**config.mk**
```make
export PLATFORM = sky130hd
export DESIGN_NAME = ram_scan_reader
export DESIGN_NICKNAME = d
export VERILOG_FILES = /design/src/rtl/ram_scan_pkg.sv /design/src/rtl/hold_timer.sv /design/src/rtl/ram_scan_reader.sv
export SDC_FILE = /design/constraint.sdc
export NUM_CORES = 1
export LEC_CHECK = 0
export CAP_MARGIN = 0
export CORE_ASPECT_RATIO = 0.8
export CORE_MARGIN = 3
export CORE_UTILIZATION = 55
export DETAILED_ROUTE_END_ITERATION = 10
export HOLD_SLACK_MARGIN = 0.1
export PLACE_DENSITY_LB_ADDON = 0.25
export SYNTH_ARGS = -nofsm -noshare
export SYNTH_HDL_FRONTEND = slang
export SYNTH_HIERARCHICAL = 1
export SYNTH_SLANG_ARGS = --single-unit
```
**constraint.sdc**
```tcl
create_clock -name clock -period 3 [get_ports clock]
set_input_delay 0.45 -clock clock [delete_from_list [all_inputs] [get_ports clock]]
set_output_delay 0.45 -clock clock [all_outputs]
set_load 0.01 [all_outputs]
```
**src/rtl/ram_scan_pkg.sv**
```systemverilog
// Shared definitions for the RAM scan reader: FSM state encoding and default RAM geometry.
package ram_scan_pkg;

    localparam int unsigned DEF_ADDR_W = 5;
    localparam int unsigned DEF_DATA_W = 4;
    localparam int unsigned LAST_ADDR  = 2**DEF_ADDR_W - 1;

    typedef enum logic [2:0] {
        S_IDLE   = 3'd0,
        S_ISSUE  = 3'd1,
        S_WAIT   = 3'd2,
        S_HOLD   = 3'd3,
        S_FINISH = 3'd4
    } state_t;

endpackage

```
**src/rtl/hold_timer.sv**
```systemverilog
// Enabled cycle counter with synchronous clear; o_expire marks the last enabled cycle of a period.
// Also usable as a plain rate divider (tie i_clr low, i_en high).
module hold_timer #(
    parameter int unsigned CYCLES = 4
) (
    input  logic i_clk,
    input  logic i_rst_n,
    input  logic i_clr,
    input  logic i_en,
    output logic o_expire
);

    localparam int unsigned      CNT_W  = (CYCLES > 1) ? $clog2(CYCLES) : 1;
    localparam logic [CNT_W-1:0] L_TERM = CNT_W'(CYCLES - 1);

    logic [CNT_W-1:0] r_cnt;
    logic             w_term;

    assign w_term   = (r_cnt == L_TERM);
    assign o_expire = w_term & i_en;

    always_ff @(posedge i_clk) begin
        if (!i_rst_n || i_clr) begin
            r_cnt <= '0;
        end else if (i_en) begin
            r_cnt <= w_term ? '0 : r_cnt + 1'b1;
        end
    end

endmodule

```
**src/rtl/ram_scan_reader.sv**
```systemverilog
// Read-side sweeper for the 32x4 RAM: fetches each word, shows it on the display path for a
// programmable hold, with pause and single-step. Optional checksum output: RAM_SCAN_CHECKSUM_EN.
module ram_scan_reader
    import ram_scan_pkg::*;
#(
    parameter int unsigned ADDR_W      = DEF_ADDR_W,
    parameter int unsigned DATA_W      = DEF_DATA_W,
    parameter int unsigned RD_LATENCY  = 1,
    parameter int unsigned HOLD_CYCLES = 50000000
) (
    input  logic              clock,
    input  logic              resetn,
    input  logic              start,
    input  logic              pause,
    input  logic              step,
    output logic [ADDR_W-1:0] mem_address,
    output logic              mem_wren,
    input  logic [DATA_W-1:0] mem_q,
    output logic [ADDR_W-1:0] disp_addr,
    output logic [DATA_W-1:0] disp_data,
    output logic              disp_valid,
    output logic              busy,
    output logic              done
`ifdef RAM_SCAN_CHECKSUM_EN
    ,
    output logic [ADDR_W+DATA_W-1:0] checksum
`endif
);

    localparam logic [ADDR_W-1:0] L_LAST = {ADDR_W{1'b1}};

    state_t            r_state;
    logic [ADDR_W-1:0] r_addr;
    logic              r_lat;
    logic [ADDR_W-1:0] r_disp_addr;
    logic [DATA_W-1:0] r_disp_data;
    logic              r_valid;
    logic              r_busy;
    logic              r_done;
    logic              w_tmr_clr;
    logic              w_tmr_en;
    logic              w_expire;

    // Timer restarts while the word is being fetched, so each hold starts from zero.
    assign w_tmr_clr = (r_state == S_WAIT);
    assign w_tmr_en  = (r_state == S_HOLD) & ~pause;

    hold_timer #(
        .CYCLES (HOLD_CYCLES)
    ) u_hold_timer (
        .i_clk    (clock),
        .i_rst_n  (resetn),
        .i_clr    (w_tmr_clr),
        .i_en     (w_tmr_en),
        .o_expire (w_expire)
    );

`ifdef RAM_SCAN_CHECKSUM_EN
    logic [ADDR_W+DATA_W-1:0] r_sum;
    assign checksum = r_sum;
`endif

    always_ff @(posedge clock) begin
        if (!resetn) begin
            r_state     <= S_IDLE;
            r_addr      <= '0;
            r_lat       <= 1'b0;
            r_disp_addr <= '0;
            r_disp_data <= '0;
            r_valid     <= 1'b0;
            r_busy      <= 1'b0;
            r_done      <= 1'b0;
`ifdef RAM_SCAN_CHECKSUM_EN
            r_sum       <= '0;
`endif
        end else begin
            r_done <= 1'b0;
            unique case (r_state)
                S_IDLE: begin
                    if (start) begin
                        r_addr  <= '0;
                        r_busy  <= 1'b1;
                        r_state <= S_ISSUE;
`ifdef RAM_SCAN_CHECKSUM_EN
                        r_sum   <= '0;
`endif
                    end
                end
                S_ISSUE: begin
                    r_lat   <= 1'(RD_LATENCY - 1);
                    r_state <= S_WAIT;
                end
                S_WAIT: begin
                    // Capture edge: q reflects mem_address RD_LATENCY+1 edges after it changed.
                    if (r_lat == 1'b0) begin
                        r_disp_data <= mem_q;
                        r_disp_addr <= r_addr;
                        r_valid     <= 1'b1;
                        r_state     <= S_HOLD;
`ifdef RAM_SCAN_CHECKSUM_EN
                        r_sum       <= r_sum + (ADDR_W+DATA_W)'(mem_q);
`endif
                    end else begin
                        r_lat <= r_lat - 1'b1;
                    end
                end
                S_HOLD: begin
                    if (w_expire || step) begin
                        if (r_addr != L_LAST) begin
                            r_addr  <= r_addr + 1'b1;
                            r_state <= S_ISSUE;
                        end else begin
                            r_busy  <= 1'b0;
                            r_done  <= 1'b1;
                            r_state <= S_FINISH;
                        end
                    end
                end
                S_FINISH: begin
                    r_state <= S_IDLE;
                end
                default: begin
                    r_state <= S_IDLE;
                end
            endcase
        end
    end

    assign mem_address = r_addr;
    assign mem_wren    = 1'b0;
    assign disp_addr   = r_disp_addr;
    assign disp_data   = r_disp_data;
    assign disp_valid  = r_valid;
    assign busy        = r_busy;
    assign done        = r_done;

endmodule

```
==> flow_summary.ini <==
[synth]
synth_top_area_cell = dfxtp_1
synth_edf_count = 0
synth_compound_area_share_pct = 11.1
synth_most_common_cell = dfxtp_1
synthesis.area_um2 = 2190
synth-seq-cells = 46
synthTopCellsByArea = dfxtp_1 (42%), mux2i_1 (5.5%), nor2_1 (4.6%)
yosys_most_used_dff = dfxtp_1
synth_cell_types = 47
syn_avg_cell_area_um2 = 8.80
synth_fa_ha_area_share_pct = 2.28
synth_top_family_by_area = simple AND/OR/NAND/NOR gates
synthSimpleGateAreaFrac_pct = 30.8
synthMuxAreaShare_pct = 5.48
yosys-top-cells-count = dfxtp_1 (46), nor2_1 (27), nand2_1 (19), nand3_1 (17), a21oi_1 (13)
syn_nets = 262
synth_warnings = 6
synth_seq_area_share_pct = 42.0
async_reset_ff_share_pct = 0
yosysTopAreaCellShare_pct = 42.0
synth_xor_area_share_pct = 4.80
synth_cells = 249

[cells_and_area]
final_nets = 290
drive_above_1_share_pct = 8.63
fill_cells = 293
n_antenna_cell = 0
area_delta_synth_final_pct = 18.7
final_util_pct = 72.0

[timing]
max_freq_mhz = 398
tns_ns = 0
timing.slew.headroom_pct = 58.9
skew_ns = 0.00326
rsz0062_at_grt = false
hold_violations = 0
setup_slack_ns = 0.486
setup_violations = 0
final_max_slew_viol_count = 0
whs_ns = 0.455
fin_crit_ns = 2.51
fin_crit_sh_pct = 83.8
tightest_slew_ns = 0.607

[job]
drv_cap = 0

[clocking]
cts_tree = done
numCtsBuffers = 5
cts.clk_slew.worst_paths_ns = 0.08
cts_max_path_buffers = 2
worstSkewPairLatency_ns = 0.29
root_buffer = clkbuf_8
postCtsSetupRepairBufs = 0
cts_max_level = 2
post_cts_resized = 0
hold_buffers = 0
clock_sinks = 46

[status]
status = complete, no violations

[floorplanning]
io_pins = 27
dieArea_um2 = 4780
die_h_um = 62.5
initial_core_util_pct = 60.6
rows = 19
coreArea_um2 = 3610
die_w_um = 76.6

[routing]
antenna_left = 0
wl_per_cell_um = 14.0
drcViolationCount = 0
routed_wl_um = 4610
viasPerCell = 5.79
first_iter_violations = 185
drtPass1Iterations = 4
dr_total_vias = 1912

[global_routing]
grt_use_total_pct = 20.7
grt.overflow.total = 0
antenna_found_initial = 0
grt_start_max_net_pins = 17
grt_pass1_wl_um = 8150
first_global_vias = 1738

[worst_setup_path]
reg2reg_to = mem_address[3]$_SDFFE_PN0P_
r2r_slack_ns = 0.49
critPathCapture = mem_address[3]$_SDFFE_PN0P_
reg2reg_from = r_state[2]$_SDFFE_PN0P_
critPathLaunch = r_state[2]$_SDFFE_PN0P_
arrival_ns = 2.74
crit_fanout = 7
critPathLaunchType = flip-flop
end_kind = flip-flop
critPathKind = reg2reg
required_ns = 3.23
ff2ff_path_depth = 8

[place]
dp_hpwl_um = 3400
dp_slack_ns = 0.356
port_buffers = 25
globalplace.congestion = 0.826

[power_and_ir_drop]
peakVddDrop_uv = 341
power-per-cell-area_nw_per_um2 = 421
p_leak_nw = 0.898

[min_path]
min_path_type = reg2reg
==> worst min-delay path by stage <==
stage                                        startpoint                             endpoint  slack [ns]  depth (start not counted)
floorplan           u_hold_timer/r_cnt[25]$_SDFFE_PP0P_  u_hold_timer/r_cnt[25]$_SDFFE_PP0P_        0.45                          2
global placement                      busy$_SDFFE_PN0P_                    busy$_SDFFE_PN0P_        0.43                          2
detailed placement                    busy$_SDFFE_PN0P_                    busy$_SDFFE_PN0P_        0.44                          2
CTS                                   busy$_SDFFE_PN0P_                    busy$_SDFFE_PN0P_        0.45                          2
global route                    disp_valid$_SDFFE_PN0P_              disp_valid$_SDFFE_PN0P_        0.50                          2
finish                                busy$_SDFFE_PN0P_                    busy$_SDFFE_PN0P_        0.45                          2
==> routing by layer <==
layer | part of all wire (%) | global-route usage [%]
met1 | 49 | 29.3
met2 | 44 | 30.6
met3 | 5.8 | 5.62
met4 | 0.82 | 6.33
met5 | 0 | 0
==> layout by cell type, fill, tap and decap left out, types with 2 or more instances in the layout <==
cell             Yosys  final
nand2_1             19     19
nand3_1             17     17
nand2b_1             2      2
nand3b_1             2      2
or3_1                6      6
and4_1               5      5
and3_1               4      4
inv_1                5      5
nor2b_1              3      3
or4_1               10     10
ha_1                 4      4
nand4_1              6      6
dfxtp_1             46     46
xor2_1               8      8
mux2i_1             12     12
o31ai_1              6      5
clkbuf_8             0      6
nor3_1               2      2
xnor2_1              4      4
and2_1               3      3
buf_4                2      7
nor4_1               2      2
o21ai_0              9      9
clkdlybuf4s50_1      0     25
nor2_1              27     27
o21ai_1              3      3
a21oi_1             13     13
==> kinds of logic (layout without fill, tap and decap cells) <==
logic type,count (synthesis),after routing
fa+ha+maj,4,4
flops,46,46
xor+xnor,12,12
simple gates,119,119
mux,12,12
compound gates,39,39
buf+inv,16,45
other cells,1,1
==> state kept, by name, indices dropped and copies added (netlist names) <==
register	flops
disp_data	4
disp_valid	1
u_hold_timer/r_cnt	26
mem_address	5
done	1
disp_addr	5
busy	1
r_state	3
==> worst max-delay path: stages, from the launching register on <==
cell      delay (ns)
dfxtp_1         0.37
nand3b_2        0.32
nor2_1          0.17
nand3_1         0.10
or2_2           0.31
nor4_1          0.38
o21bai_1        0.20
or4_1           0.51
o211ai_2        0.08
==> layout make-up <==
cell class / instances / area [µm²] / area share [%]
well taps: 52 / 65.1 / 2.50
inverters: 5 / 18.8 / 0.722
clock buffers: 7 / 86.3 / 3.32
multi-input cells: 187 / 1200 / 46.2
flip-flops and latches: 46 / 921 / 35.4
clock inverters: 1 / 5.00 / 0.192
repair buffers: 32 / 303 / 11.6
==> metrics by stage <==
step                cells  power, mW  cell area, µm²
floorplan             249      0.688            2190
finish                330       1.10            2600
global placement      322      0.725            2510
global route          330       1.15            2600
CTS                   330       1.11            2600
detailed placement    322      0.727            2510
==> report_power, final <==
group | switching, mW | internal, mW | leakage (nW)
clock network | 0.198 | 0.186 | 0.0482
registers | 0.00830 | 0.619 | 0.372
logic | 0.0438 | 0.0418 | 0.478
Note: power is estimated with default switching activity, not from simulation.
